## config.mk

```make
export PLATFORM = sky130hd
export DESIGN_NAME = dmem_arbiter
export DESIGN_NICKNAME = d
export VERILOG_FILES = /design/src/rtl/dmem_arb_pkg.sv /design/src/rtl/dmem_arb_sel.sv /design/src/rtl/dmem_arbiter.sv
export SDC_FILE = /design/constraint.sdc
export NUM_CORES = 1
export LEC_CHECK = 0
export BUFFER_PORTS_ARGS = -buffer_cell sky130_fd_sc_hd__buf_2
export CAP_MARGIN = 20
export CELL_PAD_IN_SITES_DETAIL_PLACEMENT = 0
export CELL_PAD_IN_SITES_GLOBAL_PLACEMENT = 1
export CORE_MARGIN = 2
export CORE_UTILIZATION = 36
export DETAILED_ROUTE_END_ITERATION = 10
export PLACE_DENSITY_LB_ADDON = 0.3
export SYNTH_ARGS = -nofsm -noshare
export SYNTH_HDL_FRONTEND = slang
export SYNTH_HIERARCHICAL = 1
export SYNTH_SLANG_ARGS = --single-unit
```

## constraint.sdc

```tcl
create_clock -name clk_o -period 6.1 [get_ports clk_o]
set_input_delay 1.22 -clock clk_o [delete_from_list [all_inputs] [get_ports clk_o]]
set_output_delay 1.22 -clock clk_o [all_outputs]
set_load 0.02 [all_outputs]
```

## src/rtl/dmem_arb_pkg.sv

```systemverilog
// Shared types and defaults for the data-memory arbiter.
// The command register records who owns the access in flight and what it does.
package dmem_arb_pkg;

    localparam int DMEM_DEPTH        = 256;
    localparam int DMEM_STARVE_LIMIT = 4;

    typedef enum logic {
        OWN_CORE,
        OWN_UART
    } owner_e;

    typedef enum logic {
        IDLE,
        ACC
    } state_e;

    typedef struct packed {
        owner_e      src;
        logic        we;
        logic [31:0] addr;
        logic [31:0] wdata;
        logic [3:0]  mask;
    } dmem_cmd_t;

endpackage

```

## src/rtl/dmem_arb_sel.sv

```systemverilog
// Combinational winner select between the core LSU and the UART loader.
// At most one grant is ever asserted.
module dmem_arb_sel (
    input  logic core_req,
    input  logic uart_req,
    input  logic boot_mode,
    input  logic lock,
    input  logic starve_full,
    output logic core_gnt,
    output logic uart_gnt
);

    logic uart_only;

    // A full starvation counter only matters while the UART is actually waiting.
    assign uart_only = boot_mode | lock | (starve_full & uart_req);
    assign core_gnt  = core_req & ~uart_only;
    assign uart_gnt  = uart_req & (uart_only | ~core_req);

endmodule

```

## src/rtl/dmem_arbiter.sv

```systemverilog
// Shares the single-port data memory between the core LSU and the UART loader.
// Handshake: a request transfers at the posedge where req and gnt are both high; gnt is combinational.
module dmem_arbiter
    import dmem_arb_pkg::*;
#(
    parameter int DEPTH        = DMEM_DEPTH,
    parameter int STARVE_LIMIT = DMEM_STARVE_LIMIT,
    parameter int CNT_W        = 3
) (
    input  logic        clk_o,
    input  logic        reset,
    input  logic        boot_mode,
    input  logic        core_req,
    input  logic        core_we,
    input  logic [31:0] core_addr,
    input  logic [31:0] core_wdata,
    input  logic [3:0]  core_mask,
    output logic        core_gnt,
    output logic        core_valid,
    output logic [31:0] core_rdata,
    output logic        core_err,
    input  logic        uart_req,
    input  logic        uart_we,
    input  logic [31:0] uart_addr,
    input  logic [31:0] uart_wdata,
    input  logic [3:0]  uart_mask,
    input  logic        uart_last,
    output logic        uart_gnt,
    output logic        uart_valid,
    output logic [31:0] uart_rdata,
    output logic        uart_err,
    output logic [31:0] mem_addrL,
    output logic [31:0] mem_addrS,
    output logic [31:0] mem_store,
    output logic [3:0]  mem_mask,
    output logic        mem_wr_E,
    output logic        mem_cs_E,
    output logic        mem_on,
    input  logic [31:0] mem_rdata,
    output state_e      dbg_state
);

    state_e           state_q, state_d;
    dmem_cmd_t        cmd_q, cmd_d;
    logic [CNT_W-1:0] starve_q;
    logic             lock_q, boot_q;
    logic             core_acc, uart_acc, acc, starve_full;
    logic             cmd_in_range, acc_live, resp, resp_data_ok;

    assign starve_full = (starve_q == CNT_W'(STARVE_LIMIT));

    dmem_arb_sel u_sel (
        .core_req    (core_req),
        .uart_req    (uart_req),
        .boot_mode   (boot_mode),
        .lock        (lock_q),
        .starve_full (starve_full),
        .core_gnt    (core_gnt),
        .uart_gnt    (uart_gnt)
    );

    always_comb begin
        core_acc = core_req & core_gnt;
        uart_acc = uart_req & uart_gnt;
        acc      = core_acc | uart_acc;
        cmd_d    = cmd_q;
        if (uart_acc) begin
            cmd_d.src   = OWN_UART;
            cmd_d.we    = uart_we;
            cmd_d.addr  = uart_addr;
            cmd_d.wdata = uart_wdata;
            cmd_d.mask  = uart_mask;
        end else if (core_acc) begin
            cmd_d.src   = OWN_CORE;
            cmd_d.we    = core_we;
            cmd_d.addr  = core_addr;
            cmd_d.wdata = core_wdata;
            cmd_d.mask  = core_mask;
        end
        state_d = acc ? ACC : IDLE;
    end

    // Memory pins come straight from registers; address/data hold between accesses.
    assign cmd_in_range = (cmd_q.addr < 32'(DEPTH));
    assign acc_live     = (state_q == ACC) && cmd_in_range;
    assign mem_addrL    = cmd_q.addr;
    assign mem_addrS    = cmd_q.addr;
    assign mem_store    = cmd_q.wdata;
    assign mem_cs_E     = ~acc_live;
    assign mem_wr_E     = acc_live & cmd_q.we;
    assign mem_mask     = (acc_live && cmd_q.we) ? cmd_q.mask : 4'b0000;
    assign dbg_state    = state_q;

    assign resp         = (state_q == ACC);
    assign resp_data_ok = resp && !cmd_q.we && cmd_in_range;

    always_ff @(posedge clk_o or negedge reset) begin
        if (!reset) begin
            state_q    <= IDLE;
            cmd_q      <= '0;
            starve_q   <= '0;
            lock_q     <= 1'b0;
            boot_q     <= 1'b0;
            mem_on     <= 1'b0;
            core_valid <= 1'b0;
            core_rdata <= '0;
            core_err   <= 1'b0;
            uart_valid <= 1'b0;
            uart_rdata <= '0;
            uart_err   <= 1'b0;
        end else begin
            state_q <= state_d;
            cmd_q   <= cmd_d;
            mem_on  <= 1'b1;
            boot_q  <= boot_mode;

            core_valid <= resp && (cmd_q.src == OWN_CORE);
            core_err   <= resp && (cmd_q.src == OWN_CORE) && !cmd_in_range;
            core_rdata <= (resp_data_ok && cmd_q.src == OWN_CORE) ? mem_rdata : 32'h0;
            uart_valid <= resp && (cmd_q.src == OWN_UART);
            uart_err   <= resp && (cmd_q.src == OWN_UART) && !cmd_in_range;
            uart_rdata <= (resp_data_ok && cmd_q.src == OWN_UART) ? mem_rdata : 32'h0;

            if (uart_acc || !uart_req) begin
                starve_q <= '0;
            end else if (core_acc && !starve_full) begin
                starve_q <= starve_q + CNT_W'(1);
            end

            // Leaving boot mode drops any half-finished burst lock.
            if (boot_q && !boot_mode) begin
                lock_q <= 1'b0;
            end else if (uart_acc) begin
                lock_q <= ~uart_last;
            end
        end
    end

endmodule

```

* Word-level counts from Yosys, hierarchy flattened
Index checks and enable logic that the tools add are counted.
** Storage, ports and cells
- Bits in writable memories :: 0
- Bits in latches :: 0
- Output and inout port bits :: 174
- ROM bits :: 0
- Register bits after elaboration :: 145
- Memories :: 0
- Word-level logic and storage cells :: 65
** Cells by class
- Bitwise logic cells :: 15
- Eq/ne operators :: 1
- Divide/modulo/power cells :: 0
- Reduce and logical (&&, ||, !) cells :: 21
- Add/subtract/negate cells :: 1
- $lt $le $gt $ge :: 1
- Muxes and demuxes :: 10
- Multiply operators :: 0
- Shift operators :: 0
** Operator list (count)
- 70-bit 2-to-1 mux :: 2
- 32-bit 2-to-1 mux :: 2
- 32-bit by 9-bit less-than comparator with 1-bit output (second input constant) :: 1
- 1-bit logical AND :: 12
- 1-bit bitwise AND :: 6
- 3-bit 2-to-1 mux :: 2
- 2-bit nonzero test :: 3
- 1-bit zero test :: 5
- 1-bit inverter :: 5
- 4-bit 2-to-1 mux :: 1
- 1-bit bitwise OR :: 4
- 3-bit by 1-bit adder with 3-bit output (second input constant) :: 1
- 3-bit == test (second input constant) :: 1
- 1-bit 2-to-1 mux :: 3
- 1-bit logical OR :: 1

* Depth between registers and ports, before layout
Gate-level depths: netlist (run 1).
- Depth after elaboration :: 9
- Gate-level depth with buffers :: 11
- Depth with buffers taken out :: 8

* Hierarchy
Netlist (run 1), hierarchy kept.
** Modules (own cells, without submodules)
- dmem_arbiter :: instances 1, cells each 683, area an instance 6971.7 µm²
- dmem_arb_sel :: instances 1, cells each 3, area an instance 21.3 µm²

* Worst setup path before layout (run 1)
Ideal clock, no wire load.
- Path kind :: input port to output port
- From :: input port boot_mode
- To :: output port core_gnt
- Stages on the path :: 2
- Arrival :: 2.023 ns
- Buffers on the path :: 0
- Slack :: 2.857 ns
- Cell sequence :: or3b_1 -> a21oi_1
** On the way
- Word-level cells in the longest chain between the ends :: 4
** RTL lines
- from (decl) :: line dmem_arbiter.sv:12 : input logic boot_mode,
- 1-bit bitwise OR (2 in a row) :: line dmem_arb_sel.sv:16 : assign uart_only = boot_mode | lock | (starve_full & uart_req);
- 1-bit inverter :: line dmem_arb_sel.sv:17 : assign core_gnt = core_req & ~uart_only;
- 1-bit bitwise AND :: line dmem_arb_sel.sv:17
- to (decl) :: line dmem_arbiter.sv:18 : output logic core_gnt,
Every way passes these cells.

* Worst setup path in the final report (run 1)
- From :: register cmd_q, in the netlist mem_addrL[31]
- To :: output port mem_mask[2]
** On the way
- Word-level cells in the longest chain between the ends :: 4
** RTL lines
- from (decl) :: line dmem_arbiter.sv:44 : dmem_cmd_t cmd_q, cmd_d;
- from (signal assigned) :: line dmem_arbiter.sv:113 : cmd_q <= cmd_d;
- 32-bit by 9-bit less-than comparator with 1-bit output :: line dmem_arbiter.sv:84 : assign cmd_in_range = (cmd_q.addr < 32'(DEPTH));
- 1-bit logical AND :: line dmem_arbiter.sv:85 : assign acc_live = (state_q == ACC) && cmd_in_range;
- 1-bit logical AND :: line dmem_arbiter.sv:91 : assign mem_mask = (acc_live && cmd_q.we) ? cmd_q.mask : 4'b0000;
- 4-bit 2-to-1 mux :: line dmem_arbiter.sv:91
- to (decl) :: line dmem_arbiter.sv:35 : output logic [3:0] mem_mask,
Every way passes these cells.

==> results of run 1 <==
-- per-layer routing --
layer  routed length (um)  track usage
met1                 7995       0.2353
met4                  213      0.04850
met5                   27            0
met2                 8996       0.2867
met3                 1614      0.05565
-- synthesized netlist by cell type, drive strengths merged (4+ instances only) --
library cell	count	share of area
nor3	69	0.057
dfrtp	145	0.52
o21ai	71	0.051
nand3b	32	0.034
buf	122	0.12
nand3	39	0.028
clkbuf	26	0.014
and2	4	0.0036
nand2	76	0.041
mux2i	69	0.099
inv	6	0.0032
a21oi	4	0.0029
nor4	6	0.0089
-- flip-flops by register name, summed over array words and instances, names as in the netlist --
| register | flops |
|---|---|
| core_rdata | 32 |
| mem_addrL | 32 |
| mem_store | 32 |
| uart_rdata | 32 |
| cmd_q | 6 |
| starve_q | 3 |
| boot_q | 1 |
| core_err | 1 |
| core_valid | 1 |
| dbg_state | 1 |
| lock_q | 1 |
| mem_on | 1 |
| uart_err | 1 |
| uart_valid | 1 |
-- through the flow --
stage | area [um^2] | power, W
3_5_place_dp | 8205 | 0.001765
4_1_cts | 8860 | 0.002940
6_report | 8862 | 0.002897
5_1_grt | 8860 | 0.003038
3_3_place_gp | 8205 | 0.001761
2_1_floorplan | 6993 | 0.001670
-- power by group through the flow --
| stage | Combinational [W] | Sequential (W) | Clock (W) |
|---|---|---|---|
| 2_1_floorplan | 0.000536 | 0.00113 | 0 |
| 3_3_place_gp | 0.000586 | 0.00117 | 0 |
| 3_5_place_dp | 0.000591 | 0.00117 | 0 |
| 4_1_cts | 0.000590 | 0.00116 | 0.00119 |
| 5_1_grt | 0.000634 | 0.00117 | 0.00123 |
| 6_report | 0.000581 | 0.00116 | 0.00116 |
-- critical path, delay by kind of cell, from the launching register on --
| kind | cells | cell delay (ns) |
|---|---|---|
| buffers and inverters | 2 | 0.56 |
| DFF | 1 | 0.48 |
| and+or+nand+nor | 3 | 0.85 |
-- kinds of logic after synthesis --
family,Yosys count,share of synthesized area
AO/OA/AOI/OAI,81,0.06030
adder cells (fa/ha/maj),2,0.003578
buffers and inverters,154,0.1383
flip-flops,145,0.5189
multiplexers,69,0.09877
other,1,0.0005363
AND/OR/NAND/NOR,234,0.1796
-- path summary, 6_finish.rpt --
check	start	end	slack [ns]	cells after the start
setup / recovery	mem_addrL[31]$_DFFE_PN0P_	mem_mask[2]	2.53	5
hold / removal	boot_q$_DFF_PN0_	lock_q$_DFFE_PN0P_	0.43	1
setup reg to reg	starve_q[0]$_DFFE_PN0P_	mem_store[27]$_DFFE_PN0P_	3.30	9
hold reg to reg	boot_q$_DFF_PN0_	lock_q$_DFFE_PN0P_	0.43	1
max in group asynchronous	reset	mem_addrL[17]$_DFFE_PN0P_	4.31	2
min in group asynchronous	reset	core_rdata[23]$_DFF_PN0_	0.66	1
-- layout make-up --
type	count	area [um^2]
sequential	145	3630
clock buffer	18	429.2
antenna	1	2.502
fill	1847	10030
multi-input combinational	387	2415
clock inverter	14	225.2
inverter	6	22.52
timing repair buffer	357	1813
tap	260	325.3
==> impl_metrics.yaml, run 1 <==
run:
  maxCapViolations: 0
yosys:
  synth.distinct_cells: 32
  synthArstFlopShare: 1.000
  synth_seq_cells: 145
  yosys_warnings: 6
  synth_nets: 864
  synth-seq-area-share: 0.5189
  synthCells: 686
  synth-main-ff-cell: "dfrtp_1"
  syn_avg_cell_area_um2: 10.19
  syn_area_um2: 6993
  synth_edf_count: 0
global_route:
  grt-ovfl-total: 0
  grt_pass1_wl_um: 28460
  grt_max_degree: 88
  grt_pass1_vias: 5209
  antenna_found_initial: 4
  gr-usage-all-layers: 0.1790
critical_path:
  critical_path_arrival_ns: 2.35
  worstPathRequired_ns: 4.88
  worst-setup-path-type: "reg -> out"
  endpoint_kind: "primary output"
  worst_path_max_delay_cell: "dfrtp_1"
  crit_chain: "nor4_1 -> nand2_2 -> buf_4 -> nor3_1 -> buf_2"
  slowest_delay_ns: 0.48
  crit_fanout: 69
  startpoint_type: "register"
clock_network:
  cts_tree: "done"
  cts_max_path_buffers: 2
  clock_latency_ns: 0.41
  cts_max_level: 4
  ctsHoldBuffers: 0
  root_buffer: "clkbuf_16"
  path_clk_slew_ns: 0.06
  cts_resized: 0
  numCtsBuffers: 17
  cts_setup_buffers: 0
  cts_num_sinks: 145
timing:
  slew_headroom: 0.3421
  fin_ws_ns: 2.526
  clock_skew_ns: 0.01642
  hold_slack_ns: 0.4295
  finalCriticalPeriod_ns: 3.574
  max_freq_mhz: 279.8
  fin_crit_sh: 0.5859
  rsz0062_at_grt: "no"
  drv_slew: 0
  worstMarginPinSlew_ns: 0.9868
  setup_violations: 0
  finalHoldViolCount: 0
  setup_tns_ns: 0
place:
  gp_congestion: 0.7768
  dp_slack_ns: 2.641
  port_buffers: 349
  place_inst: 1155
  hpwl_um: 13780
finish:
  stdcell_count: 1188
  final_util: 0.4691
  final_common_cell: "buf_2"
  final_cell_mix: "348 x buf_2, 144 x dfrtp_1, 75 x nand2_1, 71 x o21ai_0, 69 x mux2i_1"
  layout-drive-gt1-share: 0.4391
  layout.nets: 1092
  syn_to_final_growth_pct: 26.73
drt:
  antenna_left: 0
  firstDrtPassIters: 4
  wirelength_um: 18850
  via_per_inst: 4.649
  vias: 5523
  route.detailed.drc: 0
  drtIter0Drc: 290
  wl_per_cell_um: 15.86
die:
  core_um2: 18890
  die_width_um: 143.4
  dieArea_um2: 20560
  io_pins: 350
  std_cell_rows: 50
  die_h_um: 143.4
  start_util: 0.3701
status:
  status: "finished, final reports clean"
hold_path:
  min_path_type: "reg -> reg"
power:
  p_per_area_nw_per_um2: 326.9
  ir_worst_vdd_uv: 169.9
  power_frac_clock: 0.400
  power_frac_comb: 0.201
  sw_frac_of_total: 0.3090
  switchingPower_w: 0.0008951
  power.leakage_nw: 4.448
  power_frac_seq: 0.399
  p_int_w: 0.002002
(Power assumes the default switching activity.)
==> inputs of run 2 (changes only) <==
- CORE_UTILIZATION: 36 -> 34
- clock period: 6.1 -> 3.7 ns (I/O delays scaled with it)
==> run 2 against run 1 <==
Against the previous run:
- total power rose by 58%
- setup slack lost 1.9 ns
- sequential share of layout area grew 0.17 points
- wire length is 0.11% lower
- flip-flop and latch count stayed put
- clock power grew 47%
- via count shrank 1.3%
- cell count is 0.76% higher
- utilization fell by 3.3 points
- clock skew is 0.0060 ns lower
- combinational power rose by 66%
- highest routed layer unchanged
==> impl_metrics.yaml, run 2 (synthesis gave the netlist of run 1 again) <==
clock_network:
  cts_max_path_buffers: 2
  cts_resized: 0
  clock_latency_ns: 0.42
  path_clk_slew_ns: 0.07
  cts_tree: "done"
  ctsHoldBuffers: 0
  numCtsBuffers: 17
  cts_num_sinks: 145
  root_buffer: "clkbuf_16"
  cts_setup_buffers: 0
  cts_max_level: 4
die:
  io_pins: 350
  die_h_um: 147.4
  dieArea_um2: 21730
  die_width_um: 147.4
  core_um2: 20230
  std_cell_rows: 52
  start_util: 0.3456
timing:
  drv_slew: 0
  rsz0062_at_grt: "no"
  finalHoldViolCount: 0
  setup_tns_ns: 0
  hold_slack_ns: 0.3988
  fin_crit_sh: 0.8288
  slew_headroom: 0.3536
  worstMarginPinSlew_ns: 0.9696
  finalCriticalPeriod_ns: 3.067
  fin_ws_ns: 0.6333
  max_freq_mhz: 326.1
  clock_skew_ns: 0.01040
  setup_violations: 0
drt:
  drtIter0Drc: 203
  wirelength_um: 18830
  route.detailed.drc: 0
  via_per_inst: 4.556
  vias: 5453
  wl_per_cell_um: 15.73
  antenna_left: 0
  firstDrtPassIters: 4
finish:
  layout.nets: 1092
  nFillCells: 2037
  final_cell_mix: "348 x buf_2, 144 x dfrtp_1, 75 x nand2_1, 71 x o21ai_0, 69 x mux2i_1"
  syn_to_final_growth_pct: 26.21
  antenna_cells: 0
  final_common_cell: "buf_2"
  layout-drive-gt1-share: 0.4401
power:
  p_per_area_nw_per_um2: 517.8
  power.leakage_nw: 4.428
  ir_worst_vdd_uv: 263.1
place:
  gp_congestion: 0.7621
  hpwl_um: 13520
  dp_slack_ns: 1.010
  port_buffers: 349
run:
  maxCapViolations: 0
global_route:
  antenna_found_initial: 1
  gr-usage-all-layers: 0.1708
  grt-ovfl-total: 0
  grt_pass1_vias: 5239
  grt_pass1_wl_um: 28880
  grt_max_degree: 140
critical_path:
  worst-setup-path-type: "reg -> out"
  critical_path_arrival_ns: 2.33
  worstPathRequired_ns: 2.96
  rr_worst_depth: 9
  startpoint_type: "register"
  crit_fanout: 6
  endpoint_kind: "primary output"
status:
  status: "finished, final reports clean"
hold_path:
  min_path_type: "in -> async"
-- run 2: changes by cell type in the layout (fill, tap and decap cells not counted), sizes merged --
cell    previous run  this run
clkinv             1         2
bufinv             5         1
inv               11        14
diode              1         0
-- run 2: per-stage QoR --
step	area [um^2]	std cells	utilization	power [W]
after CTS	8826	1197	0.4362	0.004645
after floorplan	6993	686	-	0.002753
after detailed placement	8243	1165	0.4074	0.002913
final	8826	1197	0.4362	0.004570
after global routing	8826	1197	0.4362	0.004816
after global placement	8243	1165	0.4074	0.002910
-- run 2: path summary, 6_finish.rpt --
kind,startpoint,endpoint,slack (ns)
worst max-delay path,mem_addrL[31]$_DFFE_PN0P_,mem_mask[1],0.63
worst min-delay path,reset,core_err$_DFF_PN0_,0.40
worst max register to register,starve_q[0]$_DFFE_PN0P_,mem_addrL[23]$_DFFE_PN0P_,1.16
worst min register to register,boot_q$_DFF_PN0_,lock_q$_DFFE_PN0P_,0.44
max in group asynchronous,reset,mem_store[28]$_DFFE_PN0P_,2.47
min in group clk_o,boot_q$_DFF_PN0_,lock_q$_DFFE_PN0P_,0.44
-- run 2: final cells by class --
| cell class | instances | area, um^2 | share of cell area |
|---|---|---|---|
| sequential | 145 | 3630 | 0.4113 |
| multi-input combinational | 387 | 2415 | 0.2736 |
| timing repair buffer | 357 | 1838 | 0.2083 |
| clock buffer | 18 | 439.2 | 0.04976 |
| tap | 270 | 337.8 | 0.03828 |
| clock inverter | 14 | 143.9 | 0.01630 |
| inverter | 6 | 22.52 | 0.002552 |
-- run 2: report_power, final --
part / internal [W] / leakage, nW / switching (W)
combinational: 0.000352 / 2.25 / 0.000613
clock: 0.000967 / 0.280 / 0.000738
sequential: 0.00174 / 1.90 / 0.000158
total: 0.00306 / 4.43 / 0.00151
-- run 2: layer usage --
layer	global-route usage	vias to the layer above	part of all wire
met2	0.2769	228	0.48
met1	0.2136	2490	0.42
met5	0	-	0.00069
met4	0.06731	2	0.020
met3	0.05370	27	0.078
li1	-	2706	-
-- run 2: worst max-delay path: stages (launching register included) --
cell and delay [ns]:
dfrtp_1 0.46, nor4_1 0.65, nand2_2 0.20, nor3_1 0.35, buf_2 0.24
==> inputs of run 3 (changes only) <==
- CORE_UTILIZATION: 34 -> 30
- clock period: 3.7 -> 2.6 ns (I/O delays scaled with it)
==> run 3 against run 2 <==
Against the previous run:
- hold slack worse by 0.32 ns
- clock-buffer cell count stayed put
- combinational power is 49% higher
- non-clock buffer count is 7 higher
==> impl_metrics.yaml, run 3 (synthesis gave the netlist of run 1 again) <==
global_route:
  gr-usage-all-layers: 0.1583
  grt_max_degree: 81
  top_usage_layer: "met2"
  antenna_found_initial: 1
  grt_util_met1: 0.1960
  grt_pass1_wl_um: 29770
  grt_util_met3: 0.04846
  met2_usage: 0.2712
  grt-ovfl-total: 0
  grt_pass1_vias: 5329
power:
  p_per_area_nw_per_um2: 725.7
  power_frac_comb: 0.218
  power_frac_seq: 0.413
  ir_worst_vdd_uv: 358.7
  switchingPower_w: 0.002196
  sw_frac_of_total: 0.3336
  p_int_w: 0.004388
  power.leakage_nw: 4.487
  power_frac_clock: 0.369
drt:
  firstDrtPassIters: 4
  drtIter0Drc: 212
  antenna_left: 0
  wirelength_um: 19660
  route.detailed.drc: 0
  wl_per_cell_um: 15.74
  vias: 5505
  via_per_inst: 4.408
timing:
  fin_ws_ns: 0.1296
  worstMarginPinSlew_ns: 0.6158
  finalHoldViolCount: 0
  drv_slew: 0
  rsz0062_at_grt: "yes"
  fin_crit_sh: 0.9502
  max_freq_mhz: 404.8
  slew_headroom: 0.5894
  finalCriticalPeriod_ns: 2.470
  setup_violations: 0
  clock_skew_ns: 0.01489
clock_network:
  clock_latency_ns: 0.42
  ctsHoldBuffers: 0
  cts_num_sinks: 145
  cts_max_path_buffers: 2
  cts_tree: "done"
  root_buffer: "clkbuf_16"
  cts_setup_buffers: 0
  path_clk_slew_ns: 0.06
  numCtsBuffers: 17
  cts_max_level: 4
die:
  core_um2: 22780
  start_util: 0.3070
  std_cell_rows: 55
  dieArea_um2: 24550
  io_pins: 350
  die_h_um: 156.7
  die_width_um: 156.7
finish:
  layout-drive-gt1-share: 0.4524
  layout.nets: 1100
  multi_input_area_um2: 2495
  final_common_cell: "buf_2"
  nFillCells: 2288
  stdcell_count: 1249
  final_cell_mix: "345 x buf_2, 142 x dfrtp_1, 76 x nand2_1, 71 x o21ai_0, 69 x mux2i_1"
  register_area_um2: 3632
  syn_to_final_growth_pct: 29.75
place:
  hpwl_um: 14520
  port_buffers: 349
  dp_slack_ns: 0.2832
  gp_congestion: 0.7612
  place_inst: 1215
status:
  status: "finished, final reports clean"
critical_path:
  crit_top_cell: "buf_4"
  slowest_delay_ns: 0.46
  worstPathRequired_ns: 2.08
  crit_chain: "nor4_4 -> nand4_1 -> buf_4 -> nor3_2 -> buf_4"
  crit_family: "simple AND/OR/NAND/NOR gates"
  startpoint_type: "register"
  endpoint_kind: "primary output"
  crit_fanout: 9
  worst_path_max_delay_cell: "dfrtp_2"
  worst-setup-path-type: "reg -> out"
  critical_path_arrival_ns: 1.95
  cp.buffers_inverters: 2
run:
  maxCapViolations: 0
hold_path:
  min_path_type: "in -> async"
run 3: changes by cell type in the layout (fill, tap and decap cells not counted), sizes merged:
cell,before,now
diode,0,1
clkinv,2,4
nand2,76,77
buf,357,364
inv,14,13
clkinvlp,3,2
run 3: area by class of cell:
cell class / count / share of cell area
Sequential cell: 145 / 0.4003
Multi-Input combinational cell: 388 / 0.2750
Timing Repair Buffer: 364 / 0.2147
Clock buffer: 18 / 0.04840
Tap cell: 313 / 0.04316
Clock inverter: 14 / 0.01572
Inverter: 6 / 0.002482
Antenna cell: 1 / 0.0002758
run 3: routing by layer:
metal,vias to the layer above,wire length [um]
met2,220,9949
met5,-,0
met1,2543,8150
li1,2735,-
met3,7,1407
met4,0,157
run 3: what timing repair did:
action | in CTS | in global routing
cloned | 0 | 1
resized for setup | 8 | 8
pin swaps | 0 | 3
setup endpoints to repair | 4 | 4
run 3: power groups by stage:
stage	clock network, W	registers (W)	logic [W]
final	0.00243	0.00272	0.00144
after global routing	0.00262	0.00276	0.00158
after CTS	0.00251	0.00271	0.00145
after detailed placement	0	0.00273	0.00144
after global placement	0	0.00273	0.00144
after floorplan	0	0.00266	0.00126
run 3: final timing paths:
kind,from,endpoint,slack (ns),depth (start not counted)
setup / recovery,mem_addrL[25]$_DFFE_PN0P_,mem_mask[0],0.13,5
hold / removal,reset,core_rdata[9]$_DFF_PN0_,0.07,1
setup reg to reg,starve_q[0]$_DFFE_PN0P_,mem_addrL[13]$_DFFE_PN0P_,0.27,9
min in group clk_o,boot_mode,boot_q$_DFF_PN0_,0.23,1
max in group asynchronous,reset,mem_addrL[25]$_DFFE_PN0P_,1.81,2
hold reg to reg,boot_q$_DFF_PN0_,lock_q$_DFFE_PN0P_,0.45,1
run 3: through the flow:
stage	cell area, um^2	setup TNS (ns)	util	total power, W	hold slack (ns)
after global placement	8399	0	0.3687	0.004177	0.4307
final	9074	0	0.3984	0.006584	0.07500
after CTS	9026	0	0.3963	0.006672	0.09236
after detailed placement	8399	0	0.3687	0.004177	0.4319
after global routing	9071	-0.0009273	0.3982	0.006951	0.1164
after floorplan	6993	0	-	0.003918	0.2244
